**src/rtl/vehicle_mode_core_if.sv**
```systemverilog
// UART link between vehicle_mode_core (master) and uart_top (slave).
// The link carries command frames out and detector bytes in.
interface vehicle_mode_core_if;
  logic [7:0] tx_data;
  logic       tx_valid;
  logic       tx_ready;
  logic [7:0] rx_data;
  logic       rx_valid;

  modport master (output tx_data, tx_valid, input tx_ready, rx_data, rx_valid);
  modport slave  (input tx_data, tx_valid, output tx_ready, rx_data, rx_valid);
endinterface

```
**src/rtl/vehicle_mode_core.sv**
```systemverilog
// Vehicle top-level core: power/mode-switch FSM with a drain window on mode change,
// paced command-frame TX and stale-supervised detector RX.
module vehicle_mode_core #(
  parameter  int NUM_MODES   = 3,
  parameter  int STATE_W     = 2,
  parameter  int MOVE_W      = 4,
  parameter  int SW_HOLD     = 4,
  parameter  int TX_PERIOD   = 10000,
  parameter  int STALE_LIMIT = 1000000,
  localparam int MODE_W      = (NUM_MODES > 2) ? $clog2(NUM_MODES) : 1
) (
  input  logic                          sys_clk,
  input  logic                          rst,
  input  logic                          power_req,
  input  logic [MODE_W-1:0]             mode_req,
  input  logic [NUM_MODES*STATE_W-1:0]  mode_next_state,
  input  logic [NUM_MODES*MOVE_W-1:0]   mode_next_move,
  output logic                          power,
  output logic [MODE_W-1:0]             active_mode,
  output logic [STATE_W-1:0]            state,
  output logic [MOVE_W-1:0]             moving_state,
  output logic [2**STATE_W-1:0]         state_light,
  output logic                          switching,
  output logic [3:0]                    detector,
  output logic                          detector_stale,
  vehicle_mode_core_if.master           link
);
  localparam int LIGHT_W = 2**STATE_W;
  localparam int HOLD_W  = $clog2(SW_HOLD + 1);
  localparam int PER_W   = $clog2(TX_PERIOD);
  localparam int STALE_W = $clog2(STALE_LIMIT + 1);

  typedef enum logic [1:0] {OFF, RUN, DRAIN} fsm_t;

  fsm_t               fsm_q, fsm_d;
  logic [MODE_W-1:0]  mode_d, mode_sel;
  logic [STATE_W-1:0] state_d;
  logic [MOVE_W-1:0]  move_d;
  logic [HOLD_W-1:0]  hold_q, hold_d;
  logic               mode_ok;

  // Table padded to a power of two so any index width is safe.
  logic [STATE_W-1:0] st_tbl [2**MODE_W];
  logic [MOVE_W-1:0]  mv_tbl [2**MODE_W];

  for (genvar i = 0; i < 2**MODE_W; i++) begin : g_tbl
    if (i < NUM_MODES) begin : g_mode
      assign st_tbl[i] = mode_next_state[i*STATE_W +: STATE_W];
      assign mv_tbl[i] = mode_next_move[i*MOVE_W +: MOVE_W];
    end else begin : g_pad
      assign st_tbl[i] = '0;
      assign mv_tbl[i] = '0;
    end
  end

  assign mode_ok  = int'(mode_req) < NUM_MODES;
  assign mode_sel = mode_ok ? mode_req : active_mode;

  always_comb begin
    fsm_d   = fsm_q;
    mode_d  = active_mode;
    state_d = '0;
    move_d  = '0;
    hold_d  = hold_q;
    unique case (fsm_q)
      OFF: begin
        mode_d = mode_sel;
        if (power_req) fsm_d = RUN;
      end
      RUN: begin
        if (!power_req) begin
          fsm_d = OFF;
        end else if (mode_ok && mode_req != active_mode) begin
          fsm_d  = DRAIN;
          hold_d = HOLD_W'(SW_HOLD - 1);
        end else begin
          state_d = st_tbl[active_mode];
          move_d  = mv_tbl[active_mode];
        end
      end
      DRAIN: begin
        if (!power_req) begin
          fsm_d = OFF;
        end else if (hold_q == '0) begin
          // Load the new mode's outputs on the exit edge so zeros last exactly SW_HOLD cycles.
          fsm_d   = RUN;
          mode_d  = mode_sel;
          state_d = st_tbl[mode_sel];
          move_d  = mv_tbl[mode_sel];
        end else begin
          hold_d = hold_q - 1'b1;
        end
      end
      default: fsm_d = OFF;
    endcase
  end

  always_ff @(posedge sys_clk) begin
    if (rst) begin
      fsm_q        <= OFF;
      active_mode  <= '0;
      state        <= '0;
      moving_state <= '0;
      state_light  <= '0;
      hold_q       <= '0;
    end else begin
      fsm_q        <= fsm_d;
      active_mode  <= mode_d;
      state        <= state_d;
      moving_state <= move_d;
      state_light  <= (fsm_d != OFF) ? (LIGHT_W'(1) << state_d) : '0;
      hold_q       <= hold_d;
    end
  end

  assign power     = (fsm_q != OFF);
  assign switching = (fsm_q == DRAIN);

  logic [PER_W-1:0] per_q;
  logic             wrap;
  logic [1:0]       mode_lo;
  logic [7:0]       frame;

  if (MODE_W >= 2) begin : g_mlo
    assign mode_lo = active_mode[1:0];
  end else begin : g_mlo1
    assign mode_lo = {1'b0, active_mode};
  end

  assign wrap  = (per_q == PER_W'(TX_PERIOD - 1));
  assign frame = {2'b10, mode_lo, 4'(moving_state)};

  // A wrap that finds a frame still pending is simply dropped.
  always_ff @(posedge sys_clk) begin
    if (rst) begin
      per_q         <= '0;
      link.tx_valid <= 1'b0;
      link.tx_data  <= '0;
    end else begin
      per_q <= wrap ? '0 : per_q + 1'b1;
      if (link.tx_valid) begin
        if (link.tx_ready) link.tx_valid <= 1'b0;
      end else if (wrap) begin
        link.tx_valid <= 1'b1;
        link.tx_data  <= frame;
      end
    end
  end

  logic [STALE_W-1:0] stale_q;

  always_ff @(posedge sys_clk) begin
    if (rst) begin
      stale_q        <= '0;
      detector       <= 4'hF;
      detector_stale <= 1'b1;
    end else if (link.rx_valid) begin
      stale_q        <= '0;
      detector       <= link.rx_data[3:0];
      detector_stale <= 1'b0;
    end else if (stale_q != STALE_W'(STALE_LIMIT)) begin
      stale_q <= stale_q + 1'b1;
      if (stale_q == STALE_W'(STALE_LIMIT - 1)) begin
        detector_stale <= 1'b1;
        detector       <= 4'hF;
      end
    end
  end
endmodule
```
**src/flat_wrapper.sv**
```systemverilog
// flat-port wrapper written by rule: the top's interface ports become plain ports
module vehicle_mode_core_flat 
#(
  parameter  int NUM_MODES   = 3,
  parameter  int STATE_W     = 2,
  parameter  int MOVE_W      = 4,
  parameter  int SW_HOLD     = 4,
  parameter  int TX_PERIOD   = 10000,
  parameter  int STALE_LIMIT = 1000000,
  localparam int MODE_W      = (NUM_MODES > 2) ? $clog2(NUM_MODES) : 1
)
  (sys_clk, rst, power_req, mode_req, mode_next_state, mode_next_move, power, active_mode, state, moving_state, state_light, switching, detector, detector_stale, link_tx_data, link_tx_valid, link_tx_ready, link_rx_data, link_rx_valid);
  vehicle_mode_core_if link_i ();
  input  logic sys_clk;
  input  logic rst;
  input  logic power_req;
  input  logic [MODE_W-1:0] mode_req;
  input  logic [NUM_MODES*STATE_W-1:0] mode_next_state;
  input  logic [NUM_MODES*MOVE_W-1:0] mode_next_move;
  output logic power;
  output logic [MODE_W-1:0] active_mode;
  output logic [STATE_W-1:0] state;
  output logic [MOVE_W-1:0] moving_state;
  output logic [2**STATE_W-1:0] state_light;
  output logic switching;
  output logic [3:0] detector;
  output logic detector_stale;
  output wire logic [$bits(link_i.tx_data)-1:0] link_tx_data;
  output wire logic [$bits(link_i.tx_valid)-1:0] link_tx_valid;
  input wire logic [$bits(link_i.tx_ready)-1:0] link_tx_ready;
  input wire logic [$bits(link_i.rx_data)-1:0] link_rx_data;
  input wire logic [$bits(link_i.rx_valid)-1:0] link_rx_valid;
  assign link_tx_data = link_i.tx_data;
  assign link_tx_valid = link_i.tx_valid;
  assign link_i.tx_ready = link_tx_ready;
  assign link_i.rx_data = link_rx_data;
  assign link_i.rx_valid = link_rx_valid;
  vehicle_mode_core #(.NUM_MODES(NUM_MODES), .STATE_W(STATE_W), .MOVE_W(MOVE_W), .SW_HOLD(SW_HOLD), .TX_PERIOD(TX_PERIOD), .STALE_LIMIT(STALE_LIMIT)) u_core (.sys_clk(sys_clk), .rst(rst), .power_req(power_req), .mode_req(mode_req), .mode_next_state(mode_next_state), .mode_next_move(mode_next_move), .power(power), .active_mode(active_mode), .state(state), .moving_state(moving_state), .state_light(state_light), .switching(switching), .detector(detector), .detector_stale(detector_stale), .link(link_i));
endmodule
```
**config.mk**
```make
export PLATFORM = sky130hd
export DESIGN_NAME = vehicle_mode_core_flat
export DESIGN_NICKNAME = d
export VERILOG_FILES = /design/src/rtl/vehicle_mode_core_if.sv /design/src/rtl/vehicle_mode_core.sv /design/src/flat_wrapper.sv
export SDC_FILE = /design/constraint.sdc
export NUM_CORES = 1
export LEC_CHECK = 0
export ABC_AREA = 0
export BUFFER_PORTS_ARGS = -buffer_cell sky130_fd_sc_hd__buf_2
export CORE_ASPECT_RATIO = 0.9
export CORE_MARGIN = 1
export CORE_UTILIZATION = 50
export DETAILED_ROUTE_END_ITERATION = 7
export PLACE_DENSITY = 0.86
export SLEW_MARGIN = 10
export SYNTH_ARGS = -nofsm -noshare
export SYNTH_HDL_FRONTEND = slang
export SYNTH_SLANG_ARGS = --single-unit
```
**constraint.sdc**
```tcl
create_clock -name sys_clk -period 1.65 [get_ports sys_clk]
set_input_delay 0.165 -clock sys_clk [delete_from_list [all_inputs] [get_ports sys_clk]]
set_output_delay 0.165 -clock sys_clk [all_outputs]
set_load 0.05 [all_outputs]
```
==> results of run 1 <==
[power groups by stage]
stage	registers (mW)	clock network, mW	logic [mW]
2_1_floorplan	1.69	0	0.281
3_3_place_gp	1.64	0	0.470
6_report	1.62	1.09	0.530
5_1_grt	1.62	1.20	0.575
4_1_cts	1.61	1.12	0.503
3_5_place_dp	1.65	0	0.489
[registers in the layout (all words and copies together) (netlist names)]
signal,count
u_core.stale_q,20
u_core.per_q,14
u_core.link.tx_data,7
u_core.detector,4
u_core.moving_state,4
u_core.state_light,4
u_core.hold_q,3
u_core.active_mode,2
u_core.fsm_q,2
u_core.state,2
u_core.detector_stale,1
u_core.link.tx_valid,1
[cells in the mapped netlist, drive strengths merged, types with 3 or more instances]
master / count
nand2: 25
xnor2: 6
and3: 7
clkbuf: 5
o21ai: 13
a222oi: 4
inv: 13
nor2b: 12
nor3: 11
ha: 9
o2bb2ai: 6
nor2: 60
a22oi: 8
mux2i: 13
a21oi: 8
nand2b: 3
o21bai: 7
buf: 7
xor2: 23
a211oi: 3
nand4: 5
dfxtp: 64
nand3: 21
[layer usage]
metal | wire (microns) | vias up
met5 | 0 | -
met2 | 3910 | 113
met3 | 427 | 19
met4 | 190 | 0
li1 | - | 1440
met1 | 3130 | 1419
[area by class of cell]
class,count,share of cell area [%]
Timing Repair Buffer,96,14.5
Clock buffer,15,3.57
Clock inverter,1,0.122
Sequential cell,64,31.8
Multi-Input combinational cell,269,46.5
Tap cell,72,2.20
Inverter,13,1.34
[worst paths after layout]
kind	cells past startpoint	from	to	slack, ps
setup / recovery	5	u_core.per_q[7]	u_core.link.tx_data[0]	-140
hold / removal	3	link_rx_data[1]	u_core.detector[1]	80
setup reg to reg	5	u_core.per_q[7]	u_core.link.tx_data[0]	-140
hold reg to reg	2	u_core.link.tx_data[7]	u_core.link.tx_data[7]	480
[kinds of logic after synthesis]
logic type	after synthesis	synth area share [%]
flops	64	40.7
fa+ha+maj	9	3.58
other cells	1	0.119
mux	13	4.14
buf+inv	25	3.70
simple gates	157	24.9
xor+xnor	29	8.07
compound gates	60	14.8
[repair_timing]
| item | in CTS | in global routing |
|---|---|---|
| setup endpoints to repair | 21 | 33 |
| resized for setup | 11 | 27 |
| buffers inserted | 2 | 2 |
| pin swaps | 4 | 4 |
| hold buffers | 0 | 0 |
[critical path: cells and delay by family (launching register included)]
family,cells,cell delay (ps)
flops,1,320
mux,1,220
simple gates,4,1130
[metrics by stage]
stage,TNS [ps],hold WS (ps)
after CTS,-1010,65.7
after detailed placement,-1360,425
after global placement,-334,418
after floorplan,-336,230
final,-1850,78.2
after global routing,-3120,95.5
==> impl_metrics.json, run 1 <==
{
  "status": "complete, but fails checks",
  "violations": "negative setup slack",
  "finalHoldViolCount": 0,
  "p_int_mw": 2.35,
  "via_count": 2991,
  "drv_slew": 0,
  "clock_path_buffers": 2,
  "pwr-share-seq_pct": 49.9,
  "cts_root_buffer": "clkbuf_8",
  "skew_ps": 7.09,
  "drv_cap": 0,
  "cts_buffers": 9,
  "grt_max_degree": 21,
  "cts_num_sinks": 64,
  "crit_fanout": 7,
  "switchingPower_uw": 894,
  "path_class": "reg -> reg",
  "synthesis.area_sq_um": 3150,
  "max_freq_mhz": 559,
  "seqCellArea_sq_um": 1300,
  "ant_nets": 0,
  "routed_wl_microns": 7660,
  "grt_pass1_wl_microns": 12400,
  "crit_path_end_kind": "register",
  "yosysTopAreaCell": "dfxtp_1",
  "place_ws_ps": -184,
  "ioPinCount": 61,
  "die-area_sq_um": 6610,
  "post_dp_cell_area_sq_um": 3790,
  "cp_slowest_cell": "or4b_4",
  "dr.pass1.iters": 6,
  "min_period_ps": 1790,
  "synth.area.top_cells": "dfxtp_1 41%, nor2_1 7.0%, xor2_1 6.4%, mux2i_1 4.1%, ha_1 3.6%",
  "synthArstFlopShare_pct": 0,
  "nFillCells": 451,
  "gr-usage-met2_pct": 41.9,
  "multi_input_area_sq_um": 1910,
  "cp.arrival_ps": 2020,
  "grt-ovfl-total": 0,
  "final_common_cell": "nor2_1",
  "setup_viol": 22,
  "rsz0062_at_grt": "true",
  "postLayoutCoreUtil_pct": 67.4,
  "antenna_cells": 0,
  "drive_gt1_share_pct": 35.2,
  "cts_max_level": 3,
  "synth_cell_types": 51,
  "top_usage_layer": "met2",
  "synthToLayoutAreaGrowth_pct": 30.3,
  "fin_nets": 495,
  "p_per_area_nw_per_um2": 791,
  "synth-seq-cells": 64,
  "die_height_microns": 77.2,
  "syn_nets": 400,
  "numPortBuffers": 55,
  "cts_tree": "built",
  "grt_use_total_pct": 23.8,
  "fin_crit_sh_pct": 108,
  "crit_chain": "or4b_4, or3_4, nor2_8, mux2i_1, nor2_1",
  "leakagePower_nw": 1.65,
  "pwr-share-comb_pct": 16.3,
  "clk_latency_ps": 340,
  "drc_errors": 0,
  "synth_seq_area_share_pct": 40.7,
  "syn-instance-count": 358,
  "grtUsageMet1_pct": 26.7,
  "gp_congestion": 0.834,
  "fin_area_sq_um": 4100,
  "rows": 27,
  "synth_warnings": 0,
  "switching_share_pct": 27.6,
  "fin_cells": 530,
  "synth_top_area_share_pct": 40.7,
  "hp-class": "in -> reg",
  "vias_per_cell": 5.64,
  "grt_pass1_vias": 2817,
  "drtIter0Drc": 161,
  "synth_edf_count": 0,
  "routedWlPerCell_microns": 14.5,
  "timing.final.ws_setup_ps": -137,
  "die_x_microns": 85.6,
  "initial_core_util_pct": 51.7,
  "worstSetupStartpointType": "register",
  "dp.cells": 511,
  "vdd_drop_max_v": 0.000603,
  "total_power_mw": 3.24,
  "use_met3_pct": 7.43,
  "hpwl_microns": 5470,
  "worstPathRequired_ps": 1880,
  "mostFrequentLayoutCells": "56 x nor2_1, 55 x buf_2, 53 x dfxtp_1, 38 x buf_4",
  "antenna_found_initial": 0,
  "design.core.area_sq_um": 6080,
  "synth_top_flop_cell": "dfxtp_1",
  "clk_pin_slew_ps": 60,
  "synth_area_per_cell_sq_um": 8.79,
  "max_stage_delay_ps": 520,
  "pwr-share-clk_pct": 33.8
}
(Power assumes the default switching activity.)
==> run 2: changes to the inputs <==
--- a/config.mk
+++ b/config.mk
@@ -7,11 +7,11 @@
 export LEC_CHECK = 0
 export ABC_AREA = 0
 export BUFFER_PORTS_ARGS = -buffer_cell sky130_fd_sc_hd__buf_2
-export CORE_ASPECT_RATIO = 0.9
+export CORE_ASPECT_RATIO = 0.6
 export CORE_MARGIN = 1
-export CORE_UTILIZATION = 50
+export CORE_UTILIZATION = 55
 export DETAILED_ROUTE_END_ITERATION = 7
-export PLACE_DENSITY = 0.86
+export PLACE_DENSITY = 0.89
 export SLEW_MARGIN = 10
 export SYNTH_ARGS = -nofsm -noshare
 export SYNTH_HDL_FRONTEND = slang
==> constraint.sdc (replaced) <==
create_clock -name sys_clk -period 2 [get_ports sys_clk]
set_input_delay 0.2 -clock sys_clk [delete_from_list [all_inputs] [get_ports sys_clk]]
set_output_delay 0.2 -clock sys_clk [all_outputs]
set_load 0.05 [all_outputs]
==> run 2 against run 1 <==
  * The flow now finishes without violations
  * Core utilization increased by 4.3 points
  * Register-to-register slack gained 140 ps
  * Combinational power shrank 29%
  * Largest power group unchanged
==> impl_metrics.json, run 2 (synthesized netlist as in run 1, its figures left out) <==
{
  "cts_root_buffer": "clkbuf_8",
  "dr.pass1.iters": 6,
  "fin_crit_sh_pct": 99.9,
  "antenna_cells": 0,
  "timing.rr.start": "u_core.active_mode[0]",
  "drtIter0Drc": 341,
  "status": "complete, no violations",
  "clk_pin_slew_ps": 80,
  "drc_errors": 0,
  "mostFrequentLayoutCells": "63 x dfxtp_1, 59 x nor2_1, 55 x buf_2, 25 x nand2_1, 23 x xor2_1",
  "total_power_mw": 2.98,
  "hpwl_microns": 5410,
  "crit_chain": "nand2b_1, a21oi_2, a22oi_1, o221ai_1, o21ai_0, o21a_1",
  "top_regs": "u_core.stale_q x20, u_core.per_q x14, u_core.link.tx_data x7",
  "fin_nets": 465,
  "regMostFlops": "u_core.stale_q",
  "gp_congestion": 0.846,
  "hold_end": "u_core.detector[2]",
  "worstPathRequired_ps": 2240,
  "r2r_slack_ps": 2,
  "routedWlPerCell_microns": 15.7,
  "min_path_cells": 3,
  "grt_pass1_wl_microns": 12300,
  "crit_path_end_kind": "register",
  "ioPinCount": 61,
  "timing.rr.end": "u_core.state_light[0]",
  "ant_nets": 0,
  "skew_ps": 13.2,
  "final_common_cell": "dfxtp_1",
  "postLayoutCoreUtil_pct": 71.8,
  "max_stage_delay_ps": 440,
  "die_x_microns": 99.6,
  "routed_wl_microns": 7930,
  "rows": 20,
  "vias_per_cell": 5.80,
  "clock_path_buffers": 2,
  "min_period_ps": 2000,
  "path_class": "reg -> reg",
  "cts_max_level": 3,
  "cts_buffers": 9,
  "grt_use_total_pct": 26.8,
  "antenna_found_initial": 0,
  "max_freq_mhz": 501,
  "crit_fanout": 9,
  "grt-ovfl-total": 0,
  "cp_slowest_cell": "dfxtp_1",
  "synthToLayoutAreaGrowth_pct": 20.4,
  "drv_cap": 0,
  "r2r_cells": 6,
  "cts_num_sinks": 64,
  "grt_pass1_vias": 2599,
  "setup_viol": 0,
  "largest_register_ffs": 20,
  "design.core.area_sq_um": 5280,
  "die_height_microns": 60.6,
  "grt_max_degree": 21,
  "cts_tree": "built",
  "worstSetupStartpointType": "register",
  "finalHoldViolCount": 0,
  "vdd_drop_max_v": 0.000487,
  "numPortBuffers": 55,
  "hp-class": "in -> reg",
  "via_count": 2930,
  "p_per_area_nw_per_um2": 787,
  "drive_gt1_share_pct": 24.1,
  "initial_core_util_pct": 59.6,
  "worst_pin_slew_ps": 578,
  "leakagePower_nw": 1.50,
  "drv_slew": 0,
  "cp.arrival_ps": 2240,
  "maxSlewHeadroom_pct": 61.2,
  "die-area_sq_um": 6040,
  "rsz0062_at_grt": "true",
  "min-delay-start": "link_rx_data[2]",
  "clk_latency_ps": 360
}
run 2: changes by cell type in the layout (fill, tap and decap cells not counted), moves of 5 or more:
cell      change
inv_1         +5
buf_4        -27
clkbuf_1      -6
dfxtp_2       -7
dfxtp_1      +10
run 2: repair_timing:
item / 4_1_cts / 5_1_grt
hold buffers: 0 / 0
pin swaps: 0 / 1
setup buffers: 0 / 1
resized for setup: 1 / 6
endpoints found under the setup margin: 2 / 5
run 2: through the flow:
stage / setup slack (ps) / TNS, ps / instances / area [sq um] / hold slack (ps)
after CTS: 36.4 / 0 / 504 / 3760 / 95.8
after detailed placement: 7.75 / 0 / 488 / 3530 / 450
after floorplan: 21.7 / 0 / 358 / 3150 / 275
after global placement: 75.2 / 0 / 488 / 3530 / 443
after global routing: -46.0 / -47.0 / 505 / 3790 / 99.6
final: 2.01 / 0 / 505 / 3790 / 99.5
run 2: layout make-up:
cell class / instances / area (sq um)
Tap cell: 77 / 96.3
Clock buffer: 10 / 138
Inverter: 13 / 48.8
Timing Repair Buffer: 66 / 358
Multi-Input combinational cell: 269 / 1770
Fill cell: 389 / 1490
Clock inverter: 6 / 91.3
Sequential cell: 64 / 1280
run 2: worst max-delay path, delay by kind of cell, from the launching register on:
| family | cells | cell delay (ps) |
|---|---|---|
| AO/OA/AOI/OAI | 5 | 1210 |
| flip-flops | 1 | 440 |
| AND/OR/NAND/NOR | 1 | 220 |
run 2: worst max-delay path by stage:
| stage | from | endpoint | slack [ps] |
|---|---|---|---|
| 3_3_place_gp | u_core.fsm_q[0] | u_core.state_light[2] | 80 |
| 4_1_cts | u_core.fsm_q[0] | u_core.state_light[2] | 40 |
| 3_5_place_dp | u_core.active_mode[0] | u_core.state_light[0] | 8 |
| 2_1_floorplan | u_core.active_mode[0] | u_core.state_light[2] | 20 |
| 6_report | u_core.active_mode[0] | u_core.state_light[0] | 2 |
| 5_1_grt | u_core.active_mode[0] | u_core.state_light[0] | -50 |
run 2: where the power goes:
part | leakage [nW] | total (mW) | internal, mW | switching, mW
Combinational | 0.864 | 0.378 | 0.142 | 0.236
Clock | 0.117 | 1.27 | 0.742 | 0.533
Sequential | 0.519 | 1.33 | 1.30 | 0.0291
Total | 1.50 | 2.98 | 2.18 | 0.798
run 2: routing by layer:
layer / vias up / track usage, % / wire length, microns
li1: 1380 / - / -
met1: 1372 / 35.9 / 3480
met2: 155 / 42.3 / 3680
met3: 23 / 6.68 / 632
met4: 0 / 11.1 / 144
met5: - / 0 / 0
==> run 3: changes to the inputs <==
--- a/config.mk
+++ b/config.mk
@@ -12,6 +12,7 @@
 export CORE_UTILIZATION = 55
 export DETAILED_ROUTE_END_ITERATION = 7
 export PLACE_DENSITY = 0.89
+export SETUP_SLACK_MARGIN = 0.15
 export SLEW_MARGIN = 10
 export SYNTH_ARGS = -nofsm -noshare
 export SYNTH_HDL_FRONTEND = slang
==> run 3 against run 2 <==
  * First-iteration DRC count fell by 22%
  * Register-to-register slack improved by 90 ps
  * Core utilization rose by 2.0 points
  * Largest cell class unchanged
  * Clock skew fell by 8.1 ps
  * Via count fell by 1.9%
==> impl_metrics.json, run 3 (synthesized netlist as in run 1, its figures left out) <==
{
  "design.core.area_sq_um": 5280,
  "dr.pass1.iters": 6,
  "drv_cap": 0,
  "via_count": 2873,
  "cts_num_sinks": 64,
  "wl_met1_microns": 3660,
  "fin_nets": 468,
  "vias_per_cell": 5.68,
  "ioPinCount": 61,
  "clk_pin_slew_ps": 70,
  "rows": 20,
  "grt_pass1_wl_microns": 12400,
  "crit_fanout": 8,
  "grt_use_total_pct": 26.7,
  "ctsHoldBuffers": 0,
  "cts_tree": "built",
  "drv_slew": 0,
  "setup_tns_ps": 0,
  "grt-ovfl-total": 0,
  "die-area_sq_um": 6040,
  "rsz0062_at_grt": "true",
  "routed_wl_microns": 8030,
  "numPortBuffers": 55,
  "finalHoldViolCount": 0,
  "max_stage_delay_ps": 520,
  "cp.arrival_ps": 2130,
  "top_regs": "u_core.stale_q x20, u_core.per_q x14, u_core.link.tx_data x7",
  "timing.final.ws_setup_ps": 93.5,
  "skew_ps": 5.12,
  "initial_core_util_pct": 59.6,
  "crit_chain": "or4b_1, or3_4, nor2_8, mux2i_1, nor2_1",
  "nFillCells": 337,
  "die_x_microns": 99.6,
  "p_per_area_nw_per_um2": 793,
  "clk_latency_ps": 340,
  "ant_nets": 0,
  "synthToLayoutAreaGrowth_pct": 23.9,
  "mostFrequentLayoutCells": "58 x nor2_1, 58 x dfxtp_1, 55 x buf_2, 25 x nand2_1, 23 x xor2_1",
  "fin_crit_sh_pct": 95.3,
  "setup_viol": 0,
  "max_freq_mhz": 525,
  "cts_root_buffer": "clkbuf_8",
  "clock_path_buffers": 2,
  "route.met2.wl_microns": 3660,
  "drc_errors": 0,
  "grt_max_degree": 21,
  "dr_wl_met3_microns": 592,
  "die_height_microns": 60.6,
  "path_class": "reg -> reg",
  "drive_gt1_share_pct": 27.0,
  "post_dp_cell_area_sq_um": 3520,
  "min_period_ps": 1910,
  "top_layer": "met4",
  "largest_register_ffs": 20,
  "hold_ws_ps": 114,
  "fin_area_sq_um": 3900,
  "grt_pass1_vias": 2632,
  "place_ws_ps": 77.2,
  "status": "complete, no violations",
  "regMostFlops": "u_core.stale_q",
  "vdd_drop_max_v": 0.000361,
  "routedWlPerCell_microns": 15.9,
  "cp_slowest_cell": "or4b_1",
  "dp.cells": 487,
  "antenna_found_initial": 0,
  "cts_max_level": 3,
  "leakagePower_nw": 1.53,
  "hp-class": "in -> reg",
  "gp_congestion": 0.914,
  "crit_path_end_kind": "register",
  "drtIter0Drc": 266,
  "cts_buffers": 9,
  "fin_cells": 506,
  "hpwl_microns": 5320,
  "worstPathRequired_ps": 2220,
  "antenna_cells": 0,
  "worstSetupStartpointType": "register"
}
run 3: cell count changes in the layout (fill, tap and decap cells not counted), moves of 2 or more:
cell / previous run / this run
o221ai_4: 0 / 2
dfxtp_1: 63 / 58
clkinv_4: 2 / 0
nor3b_1: 2 / 0
nand3_1: 20 / 18
buf_4: 11 / 14
nand3_2: 1 / 3
dfxtp_2: 1 / 5
nor3b_2: 0 / 2
run 3: metrics by stage:
stage               utilization, %  total power [mW]
floorplan                        -              1.61
global route                  73.8              3.19
CTS                           71.7              3.06
finish                        73.8              3.09
global placement              66.7              1.70
detailed placement            66.7              1.71
run 3: final cells by class:
type	instances	area, sq um	area share, %
well taps	77	96.3	2.47
multi-input cells	269	1840	47.2
clock inverters	3	90.1	2.31
repair buffers	69	380	9.76
flip-flops and latches	64	1290	33.1
inverters	13	48.8	1.25
clock buffers	11	151	3.89
run 3: critical path: cells and delay by family, from the launching register on:
| kind | cells | cell delay, ps |
|---|---|---|
| muxes | 1 | 280 |
| DFF | 1 | 330 |
| and+or+nand+nor | 4 | 1190 |
run 3: where the power goes:
| group | internal (mW) | switching, mW | leakage, nW | total, mW |
|---|---|---|---|---|
| sequential | 1.30 | 0.0312 | 0.522 | 1.33 |
| clock | 0.883 | 0.484 | 0.121 | 1.37 |
| combinational | 0.147 | 0.242 | 0.886 | 0.389 |
| total | 2.33 | 0.758 | 1.53 | 3.09 |
run 3: final timing paths:
path                                      start                endpoint  slack, ps  cells past startpoint
worst min-delay path            link_rx_data[2]      u_core.detector[2]        110                      3
worst min register to register  u_core.per_q[0]         u_core.per_q[0]        470                      1
worst max-delay path            u_core.per_q[7]  u_core.link.tx_data[0]         90                      5
worst max register to register  u_core.per_q[7]  u_core.link.tx_data[0]         90                      5
run 3: what timing repair did:
action / CTS / global route
endpoints found under the setup margin: 5 / 18
resized for setup: 4 / 18
buffers inserted: 1 / 4
pin swaps: 2 / 1
run 3: layer usage:
metal  vias to the layer above  track usage, %
met5                         -               0
li1                       1375               -
met1                      1348            35.5
met2                       133            42.9
met3                        17            8.18
met4                         0            7.35
